===== src/rtl/pow2_burst_dec_if.sv =====
// Handshake bundle for pow2_burst_dec: request side (degree/len),
// one-hot beat output side, and the busy status flag.
// The optional out_therm signal exists only when POW2_THERM_EN is defined.
interface pow2_burst_dec_if #(
  parameter int DEG_W = 3
);
  localparam int OUT_W = 1 << DEG_W;

  logic             in_valid;
  logic             in_ready;
  logic [DEG_W-1:0] in_degree;
  logic [DEG_W-1:0] in_len;
  logic             out_valid;
  logic             out_ready;
  logic [OUT_W-1:0] out_onehot;
  logic             busy;
`ifdef POW2_THERM_EN
  logic [OUT_W-1:0] out_therm;
`endif

`ifdef POW2_THERM_EN
  // Producer of requests / consumer of beats (the environment)
  modport master (
    output in_valid, in_degree, in_len, out_ready,
    input  in_ready, out_valid, out_onehot, busy, out_therm
  );
  // Decoder side
  modport slave (
    input  in_valid, in_degree, in_len, out_ready,
    output in_ready, out_valid, out_onehot, busy, out_therm
  );
`else
  // Producer of requests / consumer of beats (the environment)
  modport master (
    output in_valid, in_degree, in_len, out_ready,
    input  in_ready, out_valid, out_onehot, busy
  );
  // Decoder side
  modport slave (
    input  in_valid, in_degree, in_len, out_ready,
    output in_ready, out_valid, out_onehot, busy
  );
`endif
endinterface


===== src/rtl/pow2_burst_dec.sv =====
// pow2_burst_dec: streaming exponent-to-one-hot decoder.
// Accepts {degree, len} requests and emits len+1 one-hot beats, starting at
// 1 << degree and rotating left by one per beat (wrapping at the top bit).
// Beats are buffered in a 2-entry register FIFO so back-pressure never drops
// data; the FIFO head registers drive out_* directly (no in->out comb path).
// Optional feature macro: POW2_THERM_EN adds out_therm, the thermometer
// (all bits at and below the set bit) of the FIFO head.
module pow2_burst_dec #(
  parameter int DEG_W = 3
) (
  input  logic              clk,
  input  logic              rst,
  pow2_burst_dec_if.slave   bus
);
  localparam int OUT_W = 1 << DEG_W;

  typedef enum logic {IDLE, RUN} state_t;

  // Rotate a one-hot word left by one, top bit wrapping into bit 0.
  function automatic logic [OUT_W-1:0] rotl1(input logic [OUT_W-1:0] v);
    return {v[OUT_W-2:0], v[OUT_W-1]};
  endfunction

  // Decode a bit index to its one-hot word.
  function automatic logic [OUT_W-1:0] to_onehot(input logic [DEG_W-1:0] idx);
    logic [OUT_W-1:0] one;
    one = {{(OUT_W-1){1'b0}}, 1'b1};
    return one << idx;
  endfunction

`ifdef POW2_THERM_EN
  // Thermometer of a one-hot word; an all-zero input (empty FIFO) maps to 0
  // instead of the all-ones that (v << 1) - 1 would give.
  function automatic logic [OUT_W-1:0] to_therm(input logic [OUT_W-1:0] v);
    logic [OUT_W-1:0] one;
    one = {{(OUT_W-1){1'b0}}, 1'b1};
    if (v == '0) return '0;
    return (v << 1) - one;
  endfunction
`endif

  // Generator state
  state_t           state_q, state_d;
  logic [OUT_W-1:0] cur_q, cur_d;
  logic [DEG_W-1:0] left_q, left_d;

  // FIFO: head is the visible entry, tail the second; unused slots held at 0
  logic [OUT_W-1:0] head_q, head_d;
  logic [OUT_W-1:0] tail_q, tail_d;
  logic [1:0]       count_q, count_d;

  logic             push;
  logic             pop;
  logic             fifo_full;
  logic             in_ready_c;

  assign fifo_full = (count_q == 2'd2);
  assign pop       = (count_q != 2'd0) && bus.out_ready;

  // FSM next-state: IDLE accepts a request, RUN pushes one beat per free slot
  always_comb begin
    state_d    = state_q;
    cur_d      = cur_q;
    left_d     = left_q;
    push       = 1'b0;
    in_ready_c = 1'b0;
    case (state_q)
      IDLE: begin
        in_ready_c = 1'b1;
        if (bus.in_valid) begin
          cur_d   = to_onehot(bus.in_degree);
          left_d  = bus.in_len;
          state_d = RUN;
        end
      end
      RUN: begin
        // A same-cycle pop frees the slot this push lands in
        if (!fifo_full || pop) begin
          push   = 1'b1;
          cur_d  = rotl1(cur_q);
          left_d = left_q - DEG_W'(1);
          if (left_q == '0) begin
            state_d = IDLE;
          end
        end
      end
      default: state_d = IDLE;
    endcase
  end

  // FIFO next-state for every push/pop combination
  always_comb begin
    head_d  = head_q;
    tail_d  = tail_q;
    count_d = count_q;
    case ({push, pop})
      2'b10: begin
        if (count_q == 2'd0) head_d = cur_q;
        else                 tail_d = cur_q;
        count_d = count_q + 2'd1;
      end
      2'b01: begin
        head_d  = tail_q;
        tail_d  = '0;
        count_d = count_q - 2'd1;
      end
      2'b11: begin
        // Occupancy unchanged; the new beat goes behind whatever remains
        if (count_q == 2'd1) begin
          head_d = cur_q;
        end else begin
          head_d = tail_q;
          tail_d = cur_q;
        end
      end
      default: ;
    endcase
  end

  // Control and FIFO registers; FIFO data is cleared so out_onehot reads 0
  always_ff @(posedge clk) begin
    if (rst) begin
      state_q <= IDLE;
      count_q <= 2'd0;
      head_q  <= '0;
      tail_q  <= '0;
    end else begin
      state_q <= state_d;
      count_q <= count_d;
      head_q  <= head_d;
      tail_q  <= tail_d;
    end
  end

  // Burst datapath registers; only meaningful in RUN, so no reset needed
  always_ff @(posedge clk) begin
    cur_q  <= cur_d;
    left_q <= left_d;
  end

  assign bus.in_ready   = in_ready_c;
  assign bus.out_valid  = (count_q != 2'd0);
  assign bus.out_onehot = head_q;
  assign bus.busy       = (state_q == RUN) || (count_q != 2'd0);

`ifdef POW2_THERM_EN
  assign bus.out_therm  = to_therm(head_q);
`endif

endmodule


===== src/flat_wrapper.sv =====
// flat-port wrapper written by rule: the top's interface ports become plain ports
module pow2_burst_dec_flat 
#(
  parameter int DEG_W = 3
)
  (clk, rst, bus_in_valid, bus_in_degree, bus_in_len, bus_out_ready, bus_in_ready, bus_out_valid, bus_out_onehot, bus_busy);
  pow2_burst_dec_if #(.DEG_W(DEG_W)) bus_i ();
  input  logic clk;
  input  logic rst;
  input wire logic [$bits(bus_i.in_valid)-1:0] bus_in_valid;
  input wire logic [$bits(bus_i.in_degree)-1:0] bus_in_degree;
  input wire logic [$bits(bus_i.in_len)-1:0] bus_in_len;
  input wire logic [$bits(bus_i.out_ready)-1:0] bus_out_ready;
  output wire logic [$bits(bus_i.in_ready)-1:0] bus_in_ready;
  output wire logic [$bits(bus_i.out_valid)-1:0] bus_out_valid;
  output wire logic [$bits(bus_i.out_onehot)-1:0] bus_out_onehot;
  output wire logic [$bits(bus_i.busy)-1:0] bus_busy;
  assign bus_i.in_valid = bus_in_valid;
  assign bus_i.in_degree = bus_in_degree;
  assign bus_i.in_len = bus_in_len;
  assign bus_i.out_ready = bus_out_ready;
  assign bus_in_ready = bus_i.in_ready;
  assign bus_out_valid = bus_i.out_valid;
  assign bus_out_onehot = bus_i.out_onehot;
  assign bus_busy = bus_i.busy;
  pow2_burst_dec #(.DEG_W(DEG_W)) u_core (.clk(clk), .rst(rst), .bus(bus_i));
endmodule

===== config.mk =====
export PLATFORM = sky130hd
export DESIGN_NAME = pow2_burst_dec_flat
export DESIGN_NICKNAME = d
export VERILOG_FILES = /design/src/rtl/pow2_burst_dec_if.sv /design/src/rtl/pow2_burst_dec.sv /design/src/flat_wrapper.sv
export SDC_FILE = /design/constraint.sdc
export NUM_CORES = 1
export LEC_CHECK = 0
export CAP_MARGIN = 20
export CORE_MARGIN = 2
export CORE_UTILIZATION = 40
export CTS_BUF_LIST = sky130_fd_sc_hd__clkbuf_16
export CTS_CLUSTER_SIZE = 20
export DETAILED_ROUTE_END_ITERATION = 8
export HOLD_SLACK_MARGIN = 0.1
export SLEW_MARGIN = 20
export SYNTH_ARGS = -nofsm -noshare
export SYNTH_HDL_FRONTEND = slang
export SYNTH_SLANG_ARGS = --single-unit

===== constraint.sdc =====
create_clock -name clk -period 3.71 [get_ports clk]
set_input_delay 0.5565 -clock clk [delete_from_list [all_inputs] [get_ports clk]]
set_output_delay 0.5565 -clock clk [all_outputs]
set_load 0.005 [all_outputs]

# Word level (Yosys, flattened, before mapping)
# Index checks and enable logic that the tools add are counted.
# word_totals
in_bits	10
register_bits	30
# op_classes
n_shift	1
addsub	3
eq_ne	10
n_reduce_logical	12
mux	20
n_bitwise	1
# op_table
cell	count
$mux 8	6
$pmux 8 s3	2
$pmux 8 s2	1
$ne 2x2->1 const B	4
$shl 1x3->8 const A	1
$eq 2x2->1 const B	3
$mux 1	6
$mux 3	2
$pmux 3 s2	1
$eq 2x1->1 const B	2
$pmux 2 s2	1
$reduce_and 2->1	2
$reduce_bool 2->1	2
$logic_not 3->1	1
$reduce_and 3->1	1
$reduce_bool 3->1	1
$sub 3x1->3 const B	1
$add 2x1->2 const B	1
$logic_not 2->1	1
$logic_or 1x1->1	2
$ne 2x1->1 const B	1
$pmux 1 s2	1
$sub 2x1->2 const B	1
$logic_and 1x1->1	1
other kinds (2)	2

# Depth between registers and ports, before layout
# logic_depth
depth_word	8
mapped_depth	7
mapped_depth_nobuf	6

# Worst setup path after synthesis
# OpenSTA, ideal clock, no wires.
# synth_path
path_kind	register -> register
startpoint	register u_core.count_q[1]
endpoint	register u_core.cur_q[0], enable pin
arrival_ns	1.510
period_less_slack_ns	1.896
stages_incl_launch_ff	5
required_ns	3.324
path_buffers	0
slack_ns	1.814
cell_sequence	dfxtp_1 > inv_1 > ha_1 > nand2b_1 > a31oi_1
# synth_between
elab_chain_len	5
elab_cells_between_ends	7
classes_between	eq/ne: 2; reduce/logical: 5
# synth_rtl
element	line	source
start: declaration	pow2_burst_dec.sv:50	logic [1:0] count_q, count_d;
start signal: assignment	pow2_burst_dec.sv:129	count_q <= count_d;
$eq 2x2->1 / $reduce_bool 2->1 (equally long branches)	pow2_burst_dec.sv:57, pow2_burst_dec.sv:58	
$logic_not 1->1 / $logic_and 1x1->1 (equally long branches)	pow2_burst_dec.sv:78, pow2_burst_dec.sv:58	
$logic_or 1x1->1 *	pow2_burst_dec.sv:78	if (!fifo_full || pop) begin
$ne 2x2->1 (no line) *	--	
$reduce_and 2->1 (no line) *	--	
end signal: assignment	pow2_burst_dec.sv:137	cur_q <= cur_d;
end: declaration	pow2_burst_dec.sv:44	logic [OUT_W-1:0] cur_q, cur_d;
# Mark *: on every way between the ends. The rest lies on a longest branch, timed or not.
# A chain may end at the register's enable or synchronous reset.

# Worst setup path after layout
# layout_path
startpoint	register u_core.count_q[1]
endpoint	output port bus_out_valid
# layout_between
elab_chain_len	1
# layout_rtl
element	line	source
$reduce_bool 2->1	pow2_burst_dec.sv:142	assign bus.out_valid = (count_q != 2'd0);
end: declaration	flat_wrapper.sv:15	output wire logic [$bits(bus_i.out_valid)-1:0] bus_out_valid;
# No other way between the ends.

==> summary.txt <==
Status
  – Status: finished, final reports clean

Synthesis
  – Register area share after synthesis: 46.6%
  – Yosys reg bits: 30
  – YS warnings: 0
  – Largest cells by area after synthesis: dfxtp_1, edfxtp_1, a311oi_2
  – Netlist cell types: 32
  – Yosys top cell by area: dfxtp_1
  – Syn Std Cell Area: 1530 µm²
  – Synth Instances: 159
  – Post-synth top area share: 24.9%
  – Avg Cell Area, Syn: 9.60 µm²
  – Post-Syn Nets: 174

Flow run
  – Max capacitance violation total: 0

Layout
  – Antenna cells: 0
  – Area growth syn-to-layout: 22.9%
  – Non-Filler Instances: 229
  – Total Nets Final: 195
  – Commonest non-fill, non-tap cells in the layout: nand2_1, clkdlybuf4s50_1, dfxtp_1
  – Layout cells sized above 1: a little under an eighth
  – Commonest non-fill, non-tap cell in the layout: nand2_1

Clock tree
  – CTS Buf Count: 5
  – Clk buf depth: 2
  – Hold Buf Count CTS: 0
  – H-tree levels: 2
  – Clock Root Buffer: clkbuf_16
  – Post-CTS setup buffers: 0
  – Clk_lat worst skew: around 270 ps
  – CTS sink count: 30
  – CTS resizes: 0
  – Clock slew at reported path FFs: 50 ps
  – CTS tree: built

Power and ir drop
  – Cell area power density: 692 nW/µm²
  – Sw Ratio: about a third
  – Max IR drop VDD: between 0.3 and 0.4 mV
  – Clock group share of total power: between 20 and 30%
  – Tot Pwr: 1.30 mW
  – Seq pwr share: 37.0%
  – Leakage power: 0.686 nW
  – P_sw: 0.410 mW
  – Part of the power in combinational logic: between 30% and 40%
  – Power Internal: 0.889 mW

Floorplan
  – Full die area: 4330 µm²
  – I/O pins: 21
  – Rows: 22
  – Initial Util: a little over two fifths
  – Core box area: 3660 µm²
  – Die height: 65.8 µm
  – Die Width: 65.8 µm

Setup path
  – Max Fanout on Critical Path: 5
  – CP Launch Point: u_core.count_q[1]
  – CP endpoint kind: output port
  – CP Data Arrival Time: about 1600 ps
  – Type of the worst setup path: reg -> out
  – Critical R2R Launch: u_core.count_q[1]
  – RR Endpoint: u_core.bus.out_onehot[0]
  – R2R Setup Slk: 2000 ps
  – CP endpoint: bus_out_valid
  – CP required: 3150 ps
  – R2R depth: 6
  – CP Launch Type: register

Timing
  – Slew headroom: 44.2%
  – Fin Clk Skew: 4.17 ps
  – Fmax: between 0.4 and 0.5 GHz
  – Minimum clock period: 2120 ps
  – Setup tns final: 0 ps
  – Worst slew pin tran: 834 ps
  – Final hold violation count: 0
  – Final Slew Violations: 0
  – RSZ-0062 raised after global routing: false
  – Fin crit share: 57.1%
  – Hold_ws: 472 ps
  – Final setup violation count: 0

GRT
  – Vias in the first global route: 1104
  – Grt total ovfl: 0
  – Largest net degree at the start of global routing: 27
  – Overall Global Routing Usage: 15.3%
  – Initial antenna violation count: 0
  – First-pass GRT wire length: roughly 5000 µm

Worst hold path
  – HP Class: reg -> reg

Routing
  – Routed WL: between 2000 and 3000 µm
  – Via/cell ratio: 5.09
  – First-pass DRT Iterations: 4
  – # DRC: 0
  – Starting DRT DRC Count: 75
  – DR vias: 1165
  – Routed wire per std cell: 12.7 µm
  – Antenna Violating Nets Remaining: 0

Placement
  – RD Place Congestion: slightly below 0.8
  – Inst Count DP: 221
  – Port bufs: 20
  – DP HPWL: 2180 µm
[cell usage after synthesis]
cell type and number:
a21oi_1 2, a32o_1 2, buf_2 2, a211oi_1 1, nand2_1 21, mux2i_1 1
ha_1 5, nor3b_1 1, a22o_1 2, nor2_1 15, nor3_1 1, o21a_1 1
inv_1 7, edfxtp_1 11, buf_4 2, nor2b_1 1, nand2b_1 9, buf_6 1
a21boi_0 1, and2b_4 2, o21a_2 1, a31oi_1 2, a311oi_2 8, dfxtp_1 19
a21oi_2 1, o21ai_1 2, xnor2_1 2, nand3_1 18, a21o_4 1, o21ai_0 14
buf_12 1, clkbuf_1 2
[routing by layer]
| layer | share of wire (%) | global-route usage [%] | up-vias |
|---|---|---|---|
| met4 | 1.6 | 9.38 | 0 |
| li1 | - | - | 606 |
| met5 | 0 | 0 | - |
| met3 | 4.2 | 3.07 | 4 |
| met1 | 50 | 19.9 | 532 |
| met2 | 45 | 23.5 | 23 |
[worst min-delay path by stage]
stage / from / endpoint / slack, ps / cells after the start
after floorplan: u_core.tail_q[1] / u_core.tail_q[1] / 440 / 2
after global placement: u_core.tail_q[1] / u_core.tail_q[1] / 460 / 2
after detailed placement: u_core.tail_q[1] / u_core.tail_q[1] / 470 / 2
after CTS: u_core.tail_q[1] / u_core.tail_q[1] / 470 / 2
after global routing: u_core.tail_q[4] / u_core.tail_q[4] / 490 / 2
final: u_core.tail_q[1] / u_core.tail_q[1] / 470 / 2
[per-stage QoR]
stage	instance area (µm²)	utilization (%)	setup WS, ps
after floorplan	1530	-	1810
final	1880	51.2	1590
after global placement	1740	47.5	1610
after CTS	1880	51.2	1580
after detailed placement	1740	47.5	1510
after global routing	1880	51.2	1490
[flip-flops by register name (all words and copies together), names as in the netlist]
register and flops:
u_core.cur_q 8, u_core.bus.out_onehot 8, u_core.tail_q 8, u_core.state_q 1
u_core.count_q 2, u_core.left_q 3
[cells by family after synthesis]
family          after synthesis  share of synthesized area, %
simple gates                 68                          21.0
compound gates               38                          20.7
flops                        30                          46.6
buf+inv                      15                          5.90
fa+ha+maj                     5                          4.10
xor+xnor                      2                          1.15
mux                           1                         0.656
[final cells by class]
type,count,area [µm²]
Fill cell,332,1790
Clock buffer,5,125
Multi-Input combinational cell,114,726
Timing Repair Buffer,22,215
Clock inverter,3,12.5
Inverter,7,26.3
Tap cell,48,60.1
Sequential cell,30,711
[critical path, cell delays in order, from the launching register on]
cell	delay [ps]
dfxtp_1	370
inv_1	70
ha_1	250
inv_1	100
clkdlybuf4s50_1	500
[power by group through the flow]
stage,clock network [mW],logic [mW],registers (mW)
finish,0.375,0.443,0.481
global placement,0,0.439,0.483
floorplan,0,0.324,0.476
global route,0.399,0.492,0.492
CTS,0.387,0.447,0.482
detailed placement,0,0.446,0.489
Power figures use the tool's default switching activity.
